$ cat config.mk
export PLATFORM = sky130hd
export DESIGN_NAME = mc_ctrl_flat
export DESIGN_NICKNAME = d
export VERILOG_FILES = /design/src/rtl/mc_ctrl_pkg.sv /design/src/rtl/mc_ctrl_if.sv /design/src/rtl/mc_ctrl_decode.sv /design/src/rtl/mc_ctrl.sv /design/src/flat_wrapper.sv
export SDC_FILE = /design/constraint.sdc
export NUM_CORES = 1
export LEC_CHECK = 0
export CORE_MARGIN = 2
export CORE_UTILIZATION = 42
export CTS_CLUSTER_DIAMETER = 200
export DETAILED_ROUTE_END_ITERATION = 7
export PLACE_DENSITY = 0.9
export SLEW_MARGIN = 20
export SYNTH_ARGS = -nofsm -noshare
export SYNTH_HDL_FRONTEND = slang
export SYNTH_SLANG_ARGS = --single-unit
export TNS_END_PERCENT = 100
$ cat constraint.sdc
create_clock -name clk -period 1.62 [get_ports clk]
set_input_delay 0.243 -clock clk [delete_from_list [all_inputs] [get_ports clk]]
set_output_delay 0.243 -clock clk [all_outputs]
set_load 0.02 [all_outputs]
$ cat src/rtl/mc_ctrl_pkg.sv
// mc_ctrl shared definitions: opcodes, funct codes, mux encodings,
// FSM state encodings and the instruction-class type.
package mc_ctrl_pkg;

    localparam logic [5:0] OP_RTYPE = 6'b000000;
    localparam logic [5:0] OP_J     = 6'b000010;
    localparam logic [5:0] OP_BEQ   = 6'b000100;
    localparam logic [5:0] OP_BNE   = 6'b000101;
    localparam logic [5:0] OP_ADDI  = 6'b001000;
    localparam logic [5:0] OP_ADDIU = 6'b001001;
    localparam logic [5:0] OP_SLTI  = 6'b001010;
    localparam logic [5:0] OP_SLTIU = 6'b001011;
    localparam logic [5:0] OP_ANDI  = 6'b001100;
    localparam logic [5:0] OP_ORI   = 6'b001101;
    localparam logic [5:0] OP_XORI  = 6'b001110;
    localparam logic [5:0] OP_LW    = 6'b100011;
    localparam logic [5:0] OP_SW    = 6'b101011;

    localparam logic [5:0] FN_JR    = 6'b001000;

    localparam logic [5:0] ALU_ADD  = 6'b100000;
    localparam logic [5:0] ALU_SUB  = 6'b100010;
    localparam logic [5:0] ALU_DEF  = 6'b111111;

    localparam logic [2:0] PCS_PC4  = 3'b000;
    localparam logic [2:0] PCS_RS   = 3'b001;
    localparam logic [2:0] PCS_BEQ  = 3'b010;
    localparam logic [2:0] PCS_BNE  = 3'b011;
    localparam logic [2:0] PCS_JMP  = 3'b100;

    localparam logic [1:0] SRCB_RT  = 2'b00;
    localparam logic [1:0] SRCB_4   = 2'b01;
    localparam logic [1:0] SRCB_IMM = 2'b10;

    localparam logic [3:0] S_FETCH    = 4'd0;
    localparam logic [3:0] S_DECODE   = 4'd1;
    localparam logic [3:0] S_EXEC_R   = 4'd2;
    localparam logic [3:0] S_WB_R     = 4'd3;
    localparam logic [3:0] S_EXEC_I   = 4'd4;
    localparam logic [3:0] S_WB_I     = 4'd5;
    localparam logic [3:0] S_MEM_ADDR = 4'd6;
    localparam logic [3:0] S_MEM_RD   = 4'd7;
    localparam logic [3:0] S_MEM_WR   = 4'd8;
    localparam logic [3:0] S_WB_MEM   = 4'd9;
    localparam logic [3:0] S_BRANCH   = 4'd10;
    localparam logic [3:0] S_JUMP     = 4'd11;
    localparam logic [3:0] S_JR       = 4'd12;
    localparam logic [3:0] S_TRAP     = 4'd13;

    typedef enum logic [2:0] {
        CLS_RTYPE,
        CLS_JR,
        CLS_ALUI,
        CLS_LOAD,
        CLS_STORE,
        CLS_BRANCH,
        CLS_JUMP,
        CLS_ILLEGAL
    } instr_cls_e;

endpackage

$ cat src/rtl/mc_ctrl_if.sv
// Controller <-> datapath bundle: IR fields and status in, enables,
// mux selects and debug status out.
interface mc_ctrl_if;
    logic [5:0] op;
    logic [5:0] funct;
    logic       equal;
    logic       mem_ready;
    logic       PCWr;
    logic       IRWr;
    logic       RegWr;
    logic       MemRd;
    logic       MemWr;
    logic       IorD;
    logic       RegDst;
    logic       MemtoReg;
    logic       ExtOp;
    logic       ALUSrcA;
    logic [1:0] ALUSrcB;
    logic [5:0] ALUCtr;
    logic [2:0] PCSrc;
    logic       instr_done;
    logic       illegal;
    logic [3:0] state;

    modport master (
        input  op, funct, equal, mem_ready,
        output PCWr, IRWr, RegWr, MemRd, MemWr, IorD, RegDst,
        output MemtoReg, ExtOp, ALUSrcA, ALUSrcB, ALUCtr, PCSrc,
        output instr_done, illegal, state
    );

    modport slave (
        output op, funct, equal, mem_ready,
        input  PCWr, IRWr, RegWr, MemRd, MemWr, IorD, RegDst,
        input  MemtoReg, ExtOp, ALUSrcA, ALUSrcB, ALUCtr, PCSrc,
        input  instr_done, illegal, state
    );
endinterface

$ cat src/rtl/mc_ctrl_decode.sv
// Combinational op/funct classifier; also flags the immediate ops
// that need sign extension.
module mc_ctrl_decode
    import mc_ctrl_pkg::*;
(
    input  logic [5:0] i_op,
    input  logic [5:0] i_funct,
    output instr_cls_e o_cls,
    output logic       o_sext
);

    always_comb begin
        o_cls = CLS_ILLEGAL;
        case (i_op)
            OP_RTYPE: o_cls = (i_funct == FN_JR) ? CLS_JR : CLS_RTYPE;
            OP_ADDI, OP_ADDIU, OP_SLTI, OP_SLTIU,
            OP_ANDI, OP_ORI, OP_XORI: o_cls = CLS_ALUI;
            OP_LW:    o_cls = CLS_LOAD;
            OP_SW:    o_cls = CLS_STORE;
            OP_BEQ, OP_BNE: o_cls = CLS_BRANCH;
            OP_J:     o_cls = CLS_JUMP;
            default:  o_cls = CLS_ILLEGAL;
        endcase
    end

    assign o_sext = (i_op == OP_ADDI) || (i_op == OP_SLTI);

endmodule

$ cat src/rtl/mc_ctrl.sv
// Multi-cycle MIPS control FSM. Define MC_CTRL_TRAP_EN to send unknown
// instructions to a sticky TRAP state instead of executing them as NOPs.
module mc_ctrl
    import mc_ctrl_pkg::*;
(
    input logic        clk,
    input logic        rst,
    mc_ctrl_if.master  bus
);

    logic [3:0] r_state;
    logic [3:0] w_next;
    instr_cls_e w_cls;
    logic       w_sext;
    logic       w_pcwr, w_irwr, w_regwr, w_memrd, w_memwr, w_done;
    logic       w_iord, w_regdst, w_memtoreg, w_extop, w_srca;
    logic [1:0] w_srcb;
    logic [5:0] w_aluctr;
    logic [2:0] w_pcsrc;

    mc_ctrl_decode u_decode (
        .i_op    (bus.op),
        .i_funct (bus.funct),
        .o_cls   (w_cls),
        .o_sext  (w_sext)
    );

    always_ff @(posedge clk) begin
        if (rst) r_state <= S_FETCH;
        else     r_state <= w_next;
    end

    always_comb begin
        w_pcwr = 1'b0;  w_irwr = 1'b0;  w_regwr = 1'b0;
        w_memrd = 1'b0; w_memwr = 1'b0; w_done = 1'b0;
        w_iord = 1'b0;  w_regdst = 1'b0; w_memtoreg = 1'b0;
        w_extop = 1'b0; w_srca = 1'b0;  w_srcb = SRCB_RT;
        w_aluctr = ALU_DEF; w_pcsrc = PCS_PC4;
        w_next = S_FETCH;
        case (r_state)
            S_FETCH: begin
                w_memrd = 1'b1; w_srcb = SRCB_4; w_aluctr = ALU_ADD;
                w_pcwr = bus.mem_ready;
                w_irwr = bus.mem_ready;
                w_next = bus.mem_ready ? S_DECODE : S_FETCH;
            end
            S_DECODE: begin
                w_extop = 1'b1;
                case (w_cls)
                    CLS_RTYPE:  w_next = S_EXEC_R;
                    CLS_JR:     w_next = S_JR;
                    CLS_ALUI:   w_next = S_EXEC_I;
                    CLS_LOAD,
                    CLS_STORE:  w_next = S_MEM_ADDR;
                    CLS_BRANCH: w_next = S_BRANCH;
                    CLS_JUMP:   w_next = S_JUMP;
                    default: begin
`ifdef MC_CTRL_TRAP_EN
                        w_next = S_TRAP;
`else
                        w_next = S_FETCH;
                        w_done = 1'b1;
`endif
                    end
                endcase
            end
            S_EXEC_R: begin
                w_srca = 1'b1; w_aluctr = bus.funct; w_next = S_WB_R;
            end
            S_WB_R: begin
                w_regwr = 1'b1; w_regdst = 1'b1; w_done = 1'b1;
            end
            S_EXEC_I: begin
                w_srca = 1'b1; w_srcb = SRCB_IMM; w_aluctr = bus.op;
                w_extop = w_sext; w_next = S_WB_I;
            end
            S_WB_I: begin
                w_regwr = 1'b1; w_done = 1'b1;
            end
            S_MEM_ADDR: begin
                w_srca = 1'b1; w_srcb = SRCB_IMM; w_extop = 1'b1;
                w_aluctr = ALU_ADD;
                w_next = (w_cls == CLS_LOAD) ? S_MEM_RD : S_MEM_WR;
            end
            S_MEM_RD: begin
                w_iord = 1'b1; w_memrd = 1'b1;
                w_next = bus.mem_ready ? S_WB_MEM : S_MEM_RD;
            end
            S_MEM_WR: begin
                w_iord = 1'b1; w_memwr = 1'b1;
                w_done = bus.mem_ready;
                w_next = bus.mem_ready ? S_FETCH : S_MEM_WR;
            end
            S_WB_MEM: begin
                w_regwr = 1'b1; w_memtoreg = 1'b1; w_done = 1'b1;
            end
            S_BRANCH: begin
                w_srca = 1'b1; w_aluctr = ALU_SUB; w_done = 1'b1;
                // BEQ takes the branch on equal, BNE on not-equal
                if (bus.op == OP_BEQ) begin
                    w_pcwr = bus.equal; w_pcsrc = PCS_BEQ;
                end else begin
                    w_pcwr = !bus.equal; w_pcsrc = PCS_BNE;
                end
            end
            S_JUMP: begin
                w_pcwr = 1'b1; w_pcsrc = PCS_JMP; w_done = 1'b1;
            end
            S_JR: begin
                w_pcwr = 1'b1; w_pcsrc = PCS_RS; w_done = 1'b1;
            end
`ifdef MC_CTRL_TRAP_EN
            S_TRAP: w_next = S_TRAP;
`endif
            default: w_next = S_FETCH;
        endcase
    end

    assign bus.PCWr       = w_pcwr  & ~rst;
    assign bus.IRWr       = w_irwr  & ~rst;
    assign bus.RegWr      = w_regwr & ~rst;
    assign bus.MemRd      = w_memrd & ~rst;
    assign bus.MemWr      = w_memwr & ~rst;
    assign bus.instr_done = w_done  & ~rst;
    assign bus.IorD       = w_iord;
    assign bus.RegDst     = w_regdst;
    assign bus.MemtoReg   = w_memtoreg;
    assign bus.ExtOp      = w_extop;
    assign bus.ALUSrcA    = w_srca;
    assign bus.ALUSrcB    = w_srcb;
    assign bus.ALUCtr     = w_aluctr;
    assign bus.PCSrc      = w_pcsrc;
    assign bus.state      = r_state;
`ifdef MC_CTRL_TRAP_EN
    assign bus.illegal    = (r_state == S_TRAP);
`else
    assign bus.illegal    = 1'b0;
`endif

endmodule

$ cat src/flat_wrapper.sv
// flat-port wrapper written by rule: the top's interface ports become plain ports
module mc_ctrl_flat import mc_ctrl_pkg::*;
  (clk, rst, bus_op, bus_funct, bus_equal, bus_mem_ready, bus_PCWr, bus_IRWr, bus_RegWr, bus_MemRd, bus_MemWr, bus_IorD, bus_RegDst, bus_MemtoReg, bus_ExtOp, bus_ALUSrcA, bus_ALUSrcB, bus_ALUCtr, bus_PCSrc, bus_instr_done, bus_illegal, bus_state);
  mc_ctrl_if bus_i ();
  input logic clk;
  input logic rst;
  input wire logic [$bits(bus_i.op)-1:0] bus_op;
  input wire logic [$bits(bus_i.funct)-1:0] bus_funct;
  input wire logic [$bits(bus_i.equal)-1:0] bus_equal;
  input wire logic [$bits(bus_i.mem_ready)-1:0] bus_mem_ready;
  output wire logic [$bits(bus_i.PCWr)-1:0] bus_PCWr;
  output wire logic [$bits(bus_i.IRWr)-1:0] bus_IRWr;
  output wire logic [$bits(bus_i.RegWr)-1:0] bus_RegWr;
  output wire logic [$bits(bus_i.MemRd)-1:0] bus_MemRd;
  output wire logic [$bits(bus_i.MemWr)-1:0] bus_MemWr;
  output wire logic [$bits(bus_i.IorD)-1:0] bus_IorD;
  output wire logic [$bits(bus_i.RegDst)-1:0] bus_RegDst;
  output wire logic [$bits(bus_i.MemtoReg)-1:0] bus_MemtoReg;
  output wire logic [$bits(bus_i.ExtOp)-1:0] bus_ExtOp;
  output wire logic [$bits(bus_i.ALUSrcA)-1:0] bus_ALUSrcA;
  output wire logic [$bits(bus_i.ALUSrcB)-1:0] bus_ALUSrcB;
  output wire logic [$bits(bus_i.ALUCtr)-1:0] bus_ALUCtr;
  output wire logic [$bits(bus_i.PCSrc)-1:0] bus_PCSrc;
  output wire logic [$bits(bus_i.instr_done)-1:0] bus_instr_done;
  output wire logic [$bits(bus_i.illegal)-1:0] bus_illegal;
  output wire logic [$bits(bus_i.state)-1:0] bus_state;
  assign bus_i.op = bus_op;
  assign bus_i.funct = bus_funct;
  assign bus_i.equal = bus_equal;
  assign bus_i.mem_ready = bus_mem_ready;
  assign bus_PCWr = bus_i.PCWr;
  assign bus_IRWr = bus_i.IRWr;
  assign bus_RegWr = bus_i.RegWr;
  assign bus_MemRd = bus_i.MemRd;
  assign bus_MemWr = bus_i.MemWr;
  assign bus_IorD = bus_i.IorD;
  assign bus_RegDst = bus_i.RegDst;
  assign bus_MemtoReg = bus_i.MemtoReg;
  assign bus_ExtOp = bus_i.ExtOp;
  assign bus_ALUSrcA = bus_i.ALUSrcA;
  assign bus_ALUSrcB = bus_i.ALUSrcB;
  assign bus_ALUCtr = bus_i.ALUCtr;
  assign bus_PCSrc = bus_i.PCSrc;
  assign bus_instr_done = bus_i.instr_done;
  assign bus_illegal = bus_i.illegal;
  assign bus_state = bus_i.state;
  mc_ctrl u_core (.clk(clk), .rst(rst), .bus(bus_i));
endmodule
==> impl_metrics.env, run 1 <==
export IMPL_synthCells=153
export IMPL_ys_ff_latch=4
export IMPL_endpoint_type="top-level output"
export IMPL_worstEndpointGrtRepair="bus_PCWr"
export IMPL_h_tree_depth=1
export IMPL_start_util_pct=44.26
export IMPL_cts_buffer_depth=2
export IMPL_rows=17
export IMPL_synth_nets=169
export IMPL_status="stopped before the end"
export IMPL_yosysUniqueCellTypes=54
export IMPL_die_x_um=52.05
export IMPL_numPortBuffers=41
export IMPL_cts_buffers_inserted=3
export IMPL_synth_ff_type="dfxtp_1"
export IMPL_hold_buffers=0
export IMPL_dp_hpwl_mm=2.776
export IMPL_ys_warn_count=0
export IMPL_track_usage_pct=71.45
export IMPL_grt_overflow=29
export IMPL_pre_cts_ws_ns=-0.9686
export IMPL_synth_avg_cell_area_um2=6.338
export IMPL_yosysSeqAreaShare_pct=8.258
export IMPL_die_y_um=52.05
export IMPL_stop_error="[ERROR GRT-0232] Routing congestion too high. Check the congestion heatmap in the GUI."
export IMPL_synthesis_area_um2=969.7
export IMPL_synth_edf_count=0
export IMPL_root_buffer="clkbuf_4"
export IMPL_place_area_um2=1725
export IMPL_async_flop_share_pct=0
export IMPL_ios=43
export IMPL_grt_max_degree=31
export IMPL_place_congestion=0.9021
export IMPL_failed_stage="global routing"
export IMPL_cts_sinks=4
export IMPL_antenna_found_initial=1
synth_stat cells, types with 2 or more instances:
cell       number  area [um2]
a211oi_1        2       15.01
inv_1           4       15.01
nand3_1        13       65.06
nand2b_1        6       37.54
nand2_1        13       48.80
or3_1           2       12.51
and2_1          2       12.51
buf_2           9       45.04
o2111ai_1       2       17.52
dfxtp_1         4       80.08
and4b_1         2       20.02
nor2b_1         7       43.79
clkbuf_1        5       18.77
a22oi_1         2       15.01
o21ai_0         9       45.04
nor2_1         15       56.30
nor3_1          5       25.02
a21oi_1        10       50.05
o41a_1          2       22.52
nor3b_1         3       22.52
nor4_1          3       18.77
metrics by stage:
stage                     hold slack, ns  std cells
after CTS                         0.4838        261
after detailed placement          0.7873        250
after global placement            0.7588        250
after floorplan                   0.4257        153
per-layer routing:
layer / global-route usage [%] / overflow
met4: 82.46 / 15
met5: 0 / 0
met3: 43.68 / 0
met1: 70.78 / 0
met2: 93.67 / 14
timing repair:
action / in CTS
cloned: 1
setup buffers: 7
hold endpoints to repair: 0
endpoints found under the setup margin: 29
gates resized for setup: 157
pin swaps: 14
kinds of logic after synthesis:
logic type / after synthesis / share of synthesized area [%]
DFF: 4 / 8.258
xor gates and xnor gates: 1 / 0.9034
other: 1 / 0.3867
muxes: 1 / 1.161
and+or+nand+nor: 80 / 46.19
buffers and inverters: 22 / 10.97
AOI/OAI and AO/OA: 44 / 32.13
==> inputs of run 2 (changes only) <==
--- a/config.mk
+++ b/config.mk
@@ -5,11 +5,10 @@
 export SDC_FILE = /design/constraint.sdc
 export NUM_CORES = 1
 export LEC_CHECK = 0
-export CORE_MARGIN = 2
-export CORE_UTILIZATION = 42
-export CTS_CLUSTER_DIAMETER = 200
+export CORE_AREA = 2 2 63 65
 export DETAILED_ROUTE_END_ITERATION = 7
-export PLACE_DENSITY = 0.9
+export DIE_AREA = 0 0 65 67
+export PLACE_DENSITY_LB_ADDON = 0.15
 export SLEW_MARGIN = 20
 export SYNTH_ARGS = -nofsm -noshare
 export SYNTH_HDL_FRONTEND = slang
==> run 2 against run 1 <==
Against the previous run: synthesized cell count unchanged; the flow now finishes, with violations (setup timing); synthesized area unchanged.
==> impl_metrics.env, run 2 <==
export IMPL_status="finished, violations left"
export IMPL_violations="setup timing"
export IMPL_synthMostInstantiatedCell="nor2_1"
export IMPL_vias=1526
export IMPL_yosysTopAreaCell="dfxtp_1"
export IMPL_rows=22
export IMPL_place_congestion=0.8367
export IMPL_post_route_period_util_pct=113.5
export IMPL_drtPass1Iterations=4
export IMPL_cp_required_ns=1.38
export IMPL_n_antenna_cell=0
export IMPL_layout_setup_ws_ns=-0.2183
export IMPL_p_total_mw=0.9212
export IMPL_worstPathMaxFanout=3
export IMPL_yosysSeqAreaShare_pct=8.258
export IMPL_pwr_density_cell_nw_per_um2=396.7
export IMPL_routed_wl_mm=4.570
export IMPL_setup_violations=16
export IMPL_worstReg2RegEnd="u_core.bus.state[1]$_SDFF_PP0_"
export IMPL_cp_arrival_ns=1.60
export IMPL_dp_hpwl_mm=3.054
export IMPL_layout_common_cells="buf_4, buf_6, nand2_1, nor2_1, buf_2"
export IMPL_coreArea_um2=3606
export IMPL_timing_hold_ws_ns=0.4589
export IMPL_grt_max_degree=17
export IMPL_clock_latency_ns=0.22
export IMPL_drc_errors=0
export IMPL_ys_warn_count=0
export IMPL_cts_buffer_depth=2
export IMPL_mostFrequentLayoutCell="buf_4"
export IMPL_antenna_found_initial=0
export IMPL_die_x_um=65
export IMPL_hp_class="input pin to register"
export IMPL_hold_buffers=0
export IMPL_crit_type="register to output port"
export IMPL_synth_edf_count=0
export IMPL_synthCells=153
export IMPL_cp_start_kind="register"
export IMPL_crit_path_end_kind="output port"
export IMPL_cts_tree="done"
export IMPL_die_y_um=67
export IMPL_grt_setup_unrepaired="true"
export IMPL_synth_common_cells="nor2_1, nand2_1, nand3_1"
export IMPL_placed_cells=267
export IMPL_area_growth_pct=139.5
export IMPL_wl_per_cell_um=15.49
export IMPL_pre_cts_ws_ns=-0.9818
export IMPL_final_instance_count_excl_fill=295
export IMPL_synth_nets=169
export IMPL_async_flop_share_pct=0
export IMPL_reg2reg_depth=6
export IMPL_clkTransAtPathRegs_ns=0.03
export IMPL_yosys_area_top_type_share_pct=8.258
export IMPL_fin_nets=265
export IMPL_fmax_mhz=544.0
export IMPL_vdd_drop_max_mv=0.2086
export IMPL_viasPerCell=5.173
export IMPL_root_buffer="clkbuf_8"
export IMPL_drv_cap=0
export IMPL_grt_overflow=0
export IMPL_endpoint="bus_PCWr"
export IMPL_synthesis_area_um2=969.7
export IMPL_drive_above_1_share_pct=61.13
export IMPL_ys_ff_latch=4
export IMPL_h_tree_depth=1
export IMPL_synth_area_top_cells="dfxtp_1, nand3_1, nor2_1"
export IMPL_drt_initial_drc_count=85
export IMPL_synth_ff_type="dfxtp_1"
export IMPL_die_area_um2=4355
export IMPL_grt_pass1_vias=1448
export IMPL_min_period_ns=1.838
export IMPL_ff2ff_setup_slack_ns=-0.10
export IMPL_numPortBuffers=41
export IMPL_synth_avg_cell_area_um2=6.338
export IMPL_startpoint="u_core.bus.state[0]$_SDFF_PP0_"
export IMPL_start_util_pct=26.89
export IMPL_track_usage_pct=19.91
export IMPL_final_hold_violation_count=0
export IMPL_largest_reg_flops=4
export IMPL_grt_pass1_wl_mm=6.775
export IMPL_cts_buffers_inserted=3
export IMPL_r2r_start="u_core.bus.state[3]$_SDFF_PP0_"
export IMPL_yosysUniqueCellTypes=54
export IMPL_ios=43
export IMPL_utilization_pct=64.40
export IMPL_skew_ns=0.0003912
export IMPL_p_leak_nw=1.036
export IMPL_cts_sinks=4
export IMPL_ant_nets=0
export IMPL_slew_violations=0
## run 2: cell counts after synthesis
No cell type changed its count.
## run 2: metal layers
metal	global-route usage (%)	part of all wire, %	vias to the layer above
met3	1.351	3.0	4
met5	0	0	-
met2	37.76	53	34
li1	-	-	754
met4	3.457	0.92	0
met1	24.70	43	734
## run 2: report_power, final
group	leakage, nW	switching (mW)	internal, mW
combinational	0.980	0.293	0.308
clock	0.0216	0.0530	0.159
sequential	0.0350	0.00535	0.103
## run 2: metrics by stage
stage	setup TNS, ns	cell area, um2
3_3_place_gp	-9.490	1728
4_1_cts	-1.134	2039
6_report	-1.397	2322
5_1_grt	-2.464	2322
3_5_place_dp	-9.872	1728
2_1_floorplan	-0.2082	1039
## run 2: final cells by class
class                           instances  area (um2)
Fill cell                             334        1284
Multi-Input combinational cell        127        1082
Timing Repair Buffer                  109        1031
Sequential cell                         4       90.09
Tap cell                               48       60.06
Clock buffer                            3       41.29
Inverter                                4       17.52
## run 2: cell families (layout without fill, tap and decap cells)
kind of cell	count (synthesis)	count (layout)	synth area share, %
AO/OA/AOI/OAI	44	44	32.13
XOR/XNOR	1	1	0.9034
buffers and inverters	22	116	10.97
other	1	1	0.3867
AND/OR/NAND/NOR	80	80	46.19
multiplexers	1	1	1.161
flip-flops	4	4	8.258
## run 2: worst min-delay path by stage
stage	start	to	slack [ns]	depth (start not counted)
final	bus_mem_ready	u_core.bus.state[0]$_SDFF_PP0_	0.46	4
after global routing	bus_mem_ready	u_core.bus.state[0]$_SDFF_PP0_	0.51	4
after CTS	bus_op[2]	u_core.bus.state[1]$_SDFF_PP0_	0.54	4
after detailed placement	u_core.bus.state[2]$_SDFF_PP0_	u_core.bus.state[0]$_SDFF_PP0_	0.76	4
after global placement	u_core.bus.state[2]$_SDFF_PP0_	u_core.bus.state[0]$_SDFF_PP0_	0.78	4
after floorplan	rst	u_core.bus.state[0]$_SDFF_PP0_	0.43	2
## run 2: critical path, stage by stage (launching register included)
cell and delay (ns):
dfxtp_2 0.31, and4bb_4 0.36, nand2b_1 0.07, mux2_4 0.27
a221oi_4 0.22, buf_6 0.15
## run 2: timing repair
| item | 4_1_cts | 5_1_grt |
|---|---|---|
| resized for setup | 178 | 56 |
| pin swaps | 18 | 17 |
| cloned | 1 | 2 |
| buffers inserted | 15 | 9 |
| endpoints found under the setup margin | 27 | 25 |
No activity file was read; power rests on OpenSTA's default activity.
==> inputs of run 3 (changes only) <==
--- a/config.mk
+++ b/config.mk
@@ -8,7 +8,6 @@
 export CORE_AREA = 2 2 63 65
 export DETAILED_ROUTE_END_ITERATION = 7
 export DIE_AREA = 0 0 65 67
-export PLACE_DENSITY_LB_ADDON = 0.15
 export SLEW_MARGIN = 20
 export SYNTH_ARGS = -nofsm -noshare
 export SYNTH_HDL_FRONTEND = slang
==> run 3 against run 2 <==
Against the previous run: fmax is 0.18% lower; sequential power hardly changed; the flow still finishes with violations (setup timing); hold slack better by 0.16 ns; highest routed layer unchanged.
==> impl_metrics.env, run 3 (same netlist as run 2, synthesis figures left out) <==
export IMPL_cp_required_ns=1.38
export IMPL_grt_setup_unrepaired="true"
export IMPL_p_sw_share_pct=37.75
export IMPL_slew_violations=0
export IMPL_drv_cap=0
export IMPL_violations="setup timing"
export IMPL_clock_latency_ns=0.22
export IMPL_crit_path_end_kind="output port"
export IMPL_drive_above_1_share_pct=62.80
export IMPL_routed_wl_mm=4.467
export IMPL_fin_nets=268
export IMPL_r2r_start="u_core.bus.state[1]$_SDFF_PP0_"
export IMPL_power_switching_mw=0.3481
export IMPL_m1WireLength_mm=1.898
export IMPL_hold_buffers=0
export IMPL_min_period_ns=1.842
export IMPL_crit_type="register to output port"
export IMPL_hp_class="input pin to register"
export IMPL_die_y_um=67
export IMPL_mostFrequentLayoutCell="buf_4"
export IMPL_drc_errors=0
export IMPL_power_frac_seq_pct=11.7
export IMPL_p_leak_nw=1.015
export IMPL_setup_tns_ns=-0.7139
export IMPL_ff2ff_setup_slack_ns=-0.06
export IMPL_drt_initial_drc_count=97
export IMPL_wl_met3_um=182
export IMPL_rows=22
export IMPL_final_hold_violation_count=0
export IMPL_place_area_um2=1758
export IMPL_worstPathMaxFanout=3
export IMPL_grt_max_degree=16
export IMPL_die_x_um=65
export IMPL_status="finished, violations left"
export IMPL_cts_buffer_depth=2
export IMPL_vdd_drop_max_mv=0.4809
export IMPL_dp_hpwl_mm=2.959
export IMPL_wl_per_cell_um=14.99
export IMPL_drtPass1Iterations=4
export IMPL_final_instance_count_excl_fill=298
export IMPL_grt_pass1_vias=1573
export IMPL_h_tree_depth=1
export IMPL_routed_top_layer="met4"
export IMPL_cts_sinks=4
export IMPL_ant_nets=0
export IMPL_vias=1577
export IMPL_layout_setup_ws_ns=-0.2217
export IMPL_min_from="bus_op[3]"
export IMPL_cp_start_kind="register"
export IMPL_start_util_pct=26.89
export IMPL_antenna_found_initial=0
export IMPL_viasPerCell=5.292
export IMPL_p_int_mw=0.5741
export IMPL_grt_pass1_wl_mm=7.189
export IMPL_layout_common_cells="buf_4, buf_6, nand2_1"
export IMPL_final_area_um2=2285
export IMPL_largest_reg_flops=4
export IMPL_die_area_um2=4355
export IMPL_numPortBuffers=41
export IMPL_grt_overflow=0
export IMPL_skew_ns=0.001011
export IMPL_area_growth_pct=135.6
export IMPL_pwr_density_cell_nw_per_um2=403.7
export IMPL_p_clk_share_pct=22.6
export IMPL_nFillCells=322
export IMPL_cp_arrival_ns=1.60
export IMPL_cts_tree="done"
export IMPL_pwr_share_comb_pct=65.7
export IMPL_ios=43
export IMPL_clkTransAtPathRegs_ns=0.03
export IMPL_place_congestion=0.8445
export IMPL_fmax_mhz=543.0
export IMPL_n_antenna_cell=0
export IMPL_pre_cts_ws_ns=-0.9822
export IMPL_wl_met2_mm=2.330
export IMPL_cts_buffers_inserted=3
export IMPL_setup_violations=11
export IMPL_track_usage_pct=20.99
export IMPL_startpoint="u_core.bus.state[2]$_SDFF_PP0_"
export IMPL_placed_cells=271
export IMPL_root_buffer="clkbuf_8"
export IMPL_post_route_period_util_pct=113.7
export IMPL_coreArea_um2=3606
[run 3: cell types whose count changed in the layout (fill, tap and decap cells not counted), sizes merged]
cell,previous run,this run
buf,92,97
clkdlybuf4s50,8,9
dlygate4sd2,4,3
dlymetal6s2s,4,2
[run 3: final cells by class]
cell class | count | area (um2) | area share (%)
multi-input cells | 127 | 1065 | 46.60
clock buffers | 3 | 41.29 | 1.807
well taps | 48 | 60.06 | 2.629
repair buffers | 112 | 1013 | 44.36
inverters | 4 | 15.01 | 0.6572
flip-flops and latches | 4 | 90.09 | 3.943
[run 3: worst max-delay path: stages, from the launching register on]
cell and delay [ns]:
dfxtp_4 0.35, and4bb_4 0.31, nand2_1 0.06, mux2_4 0.28, a221oi_4 0.23, buf_6 0.15
[run 3: power groups by stage]
stage | clock network, mW | registers [mW] | logic [mW]
floorplan | 0 | 0.115 | 0.236
global placement | 0 | 0.108 | 0.471
detailed placement | 0 | 0.109 | 0.474
CTS | 0.213 | 0.110 | 0.541
global route | 0.221 | 0.109 | 0.640
finish | 0.208 | 0.108 | 0.606
[run 3: layer usage]
| metal | GRT usage (%) | vias to the layer above |
|---|---|---|
| met5 | 0 | - |
| met4 | 5.053 | 0 |
| met3 | 2.027 | 7 |
| met2 | 39.56 | 50 |
| met1 | 25.33 | 753 |
| li1 | - | 767 |
[run 3: per-stage QoR]
step	hold slack, ns	utilization, %	power [mW]
after global routing	0.6384	63.36	0.9704
after CTS	0.5916	57.22	0.8639
after global placement	0.7878	48.75	0.5796
after detailed placement	0.8231	48.75	0.5835
after floorplan	0.4257	-	0.3509
final	0.6159	63.36	0.9222
[run 3: worst paths after layout]
path                                     to  cells after the start
max                                bus_PCWr                      5
min reg2reg  u_core.bus.state[2]$_SDFF_PP0_                      4
min          u_core.bus.state[1]$_SDFF_PP0_                      5
max reg2reg  u_core.bus.state[3]$_SDFF_PP0_                      5
[run 3: repair_timing]
action	in CTS	in global routing
pin swaps	19	9
endpoints found under the setup margin	29	23
gates cloned	2	1
buffers inserted	17	6
hold endpoints to repair	0	0
gates resized for setup	176	54
==> inputs of run 4 (changes only) <==
==> constraint.sdc (replaced) <==
create_clock -name clk -period 1.7 [get_ports clk]
set_input_delay 0.255 -clock clk [delete_from_list [all_inputs] [get_ports clk]]
set_output_delay 0.255 -clock clk [all_outputs]
set_load 0.02 [all_outputs]
==> run 4 against run 3 <==
Against the previous run: largest cell class unchanged; first-iteration DRC count fell by 8.2%; wire length fell by 6.1%; via count fell by 6.3%; the flow still finishes with violations (setup timing); global-route usage fell by 2.3 points.
==> impl_metrics.env, run 4 (same netlist as run 2, synthesis figures left out) <==
export IMPL_cpMaxStageDelayCell="and4bb_4"
export IMPL_drc_errors=0
export IMPL_final_hold_violation_count=0
export IMPL_post_route_period_util_pct=109.1
export IMPL_path_depth=5
export IMPL_root_buffer="clkbuf_8"
export IMPL_vias=1477
export IMPL_grt_pass1_wl_mm=6.382
export IMPL_coreArea_um2=3606
export IMPL_crit_path_end_kind="output port"
export IMPL_violations="setup timing"
export IMPL_vdd_drop_max_mv=0.3693
export IMPL_hold_buffers=0
export IMPL_clkTransAtPathRegs_ns=0.03
export IMPL_grt_max_degree=23
export IMPL_pwr_density_cell_nw_per_um2=395.3
export IMPL_numPortBuffers=41
export IMPL_layout_common_cells="buf_4, nand2_1, nor2_1, nand3_1, buf_6"
export IMPL_cp_arrival_ns=1.60
export IMPL_p_total_mw=0.8117
export IMPL_reg2reg_depth=5
export IMPL_h_tree_depth=1
export IMPL_endpoint="bus_PCWr"
export IMPL_status="finished, violations left"
export IMPL_skew_ns=0.001143
export IMPL_cts_tree="done"
export IMPL_track_usage_pct=18.64
export IMPL_start_util_pct=26.89
export IMPL_wl_per_cell_um=14.72
export IMPL_cpPeakStageDelay_ns=0.33
export IMPL_path_cells="and4bb_4, nand2_1, mux2_4, a221oi_4, buf_6"
export IMPL_startpoint="u_core.bus.state[0]$_SDFF_PP0_"
export IMPL_routed_wl_mm=4.195
export IMPL_p_leak_nw=0.8783
export IMPL_rows=22
export IMPL_crit_type="register to output port"
export IMPL_ios=43
export IMPL_clock_latency_ns=0.22
export IMPL_cp_start_kind="register"
export IMPL_cts_buffer_depth=2
export IMPL_n_antenna_cell=0
export IMPL_cts_sinks=4
export IMPL_viasPerCell=5.182
export IMPL_die_area_um2=4355
export IMPL_fin_nets=255
export IMPL_mostFrequentLayoutCell="buf_4"
export IMPL_grt_setup_unrepaired="true"
export IMPL_hp_class="input pin to register"
export IMPL_nFillCells=345
export IMPL_min_period_ns=1.855
export IMPL_dp_hpwl_mm=2.888
export IMPL_fmax_mhz=539.0
export IMPL_drt_initial_drc_count=89
export IMPL_ant_nets=0
export IMPL_drtPass1Iterations=4
export IMPL_die_y_um=67
export IMPL_setup_violations=4
export IMPL_drive_above_1_share_pct=54.01
export IMPL_grt_pass1_vias=1377
export IMPL_slew_violations=0
export IMPL_largest_reg_flops=4
export IMPL_antenna_found_initial=0
export IMPL_crit_buf_inv=1
export IMPL_utilization_pct=56.94
export IMPL_grt_overflow=0
export IMPL_r2r_start="u_core.bus.state[3]$_SDFF_PP0_"
export IMPL_ff2ff_setup_slack_ns=-0.01
export IMPL_layout_setup_ws_ns=-0.1552
export IMPL_worstReg2RegEnd="u_core.bus.state[3]$_SDFF_PP0_"
export IMPL_die_x_um=65
export IMPL_cts_buffers_inserted=3
export IMPL_cp_required_ns=1.44
export IMPL_drv_cap=0
export IMPL_critPathTopFamily="simple AND/OR/NAND/NOR gates"
export IMPL_area_growth_pct=111.7
export IMPL_worstPathMaxFanout=3
export IMPL_place_congestion=0.9360
run 4: worst min-delay path, cell delays in order:
cell and delay (ns):
buf_4 0.13, buf_4 0.12, a311oi_2 0.07, nand2_1 0.07, o22ai_2 0.07
run 4: what timing repair did:
action	4_1_cts	5_1_grt
pin swaps	8	20
resized for setup	126	53
setup endpoints to repair	26	22
buffers inserted	4	7
hold endpoints to repair	0	0
cloned	0	2
run 4: layout make-up:
type | count | area, um2 | share of cell area (%)
Timing Repair Buffer | 99 | 874.6 | 42.60
Multi-Input combinational cell | 127 | 973.4 | 47.41
Tap cell | 48 | 60.06 | 2.925
Clock buffer | 3 | 41.29 | 2.011
Sequential cell | 4 | 88.84 | 4.327
Inverter | 4 | 15.01 | 0.7313
run 4: report_power, final:
part	leakage, nW	switching [mW]	internal [mW]
Combinational	0.822	0.253	0.249
Clock	0.0216	0.0554	0.151
Sequential	0.0346	0.00467	0.0979
run 4: routing by layer:
metal | routed length, um | GRT usage (%)
met1 | 1820 | 23.42
met4 | 17 | 4.787
met5 | 0 | 0
met3 | 242 | 2.027
met2 | 2114 | 33.63
run 4: worst min path at each step:
stage	startpoint	end	slack [ns]	cells past startpoint
floorplan	rst	u_core.bus.state[0]$_SDFF_PP0_	0.45	2
global placement	u_core.bus.state[2]$_SDFF_PP0_	u_core.bus.state[0]$_SDFF_PP0_	0.80	4
detailed placement	u_core.bus.state[3]$_SDFF_PP0_	u_core.bus.state[1]$_SDFF_PP0_	0.82	3
CTS	bus_op[3]	u_core.bus.state[1]$_SDFF_PP0_	0.55	5
global route	bus_op[3]	u_core.bus.state[1]$_SDFF_PP0_	0.57	5
finish	bus_op[3]	u_core.bus.state[1]$_SDFF_PP0_	0.54	5
run 4: through the flow:
| step | TNS, ns | setup WS, ns | hold WS [ns] | instances | cell area [um2] |
|---|---|---|---|---|---|
| after floorplan | -0.1847 | -0.1273 | 0.4451 | 153 | 1021 |
| after global placement | -8.284 | -0.9274 | 0.7996 | 269 | 1735 |
| after detailed placement | -8.320 | -0.9610 | 0.8222 | 269 | 1735 |
| after CTS | -0.4668 | -0.1659 | 0.5498 | 276 | 1876 |
| after global routing | -0.5924 | -0.2328 | 0.5650 | 285 | 2053 |
| final | -0.2889 | -0.1552 | 0.5383 | 285 | 2053 |
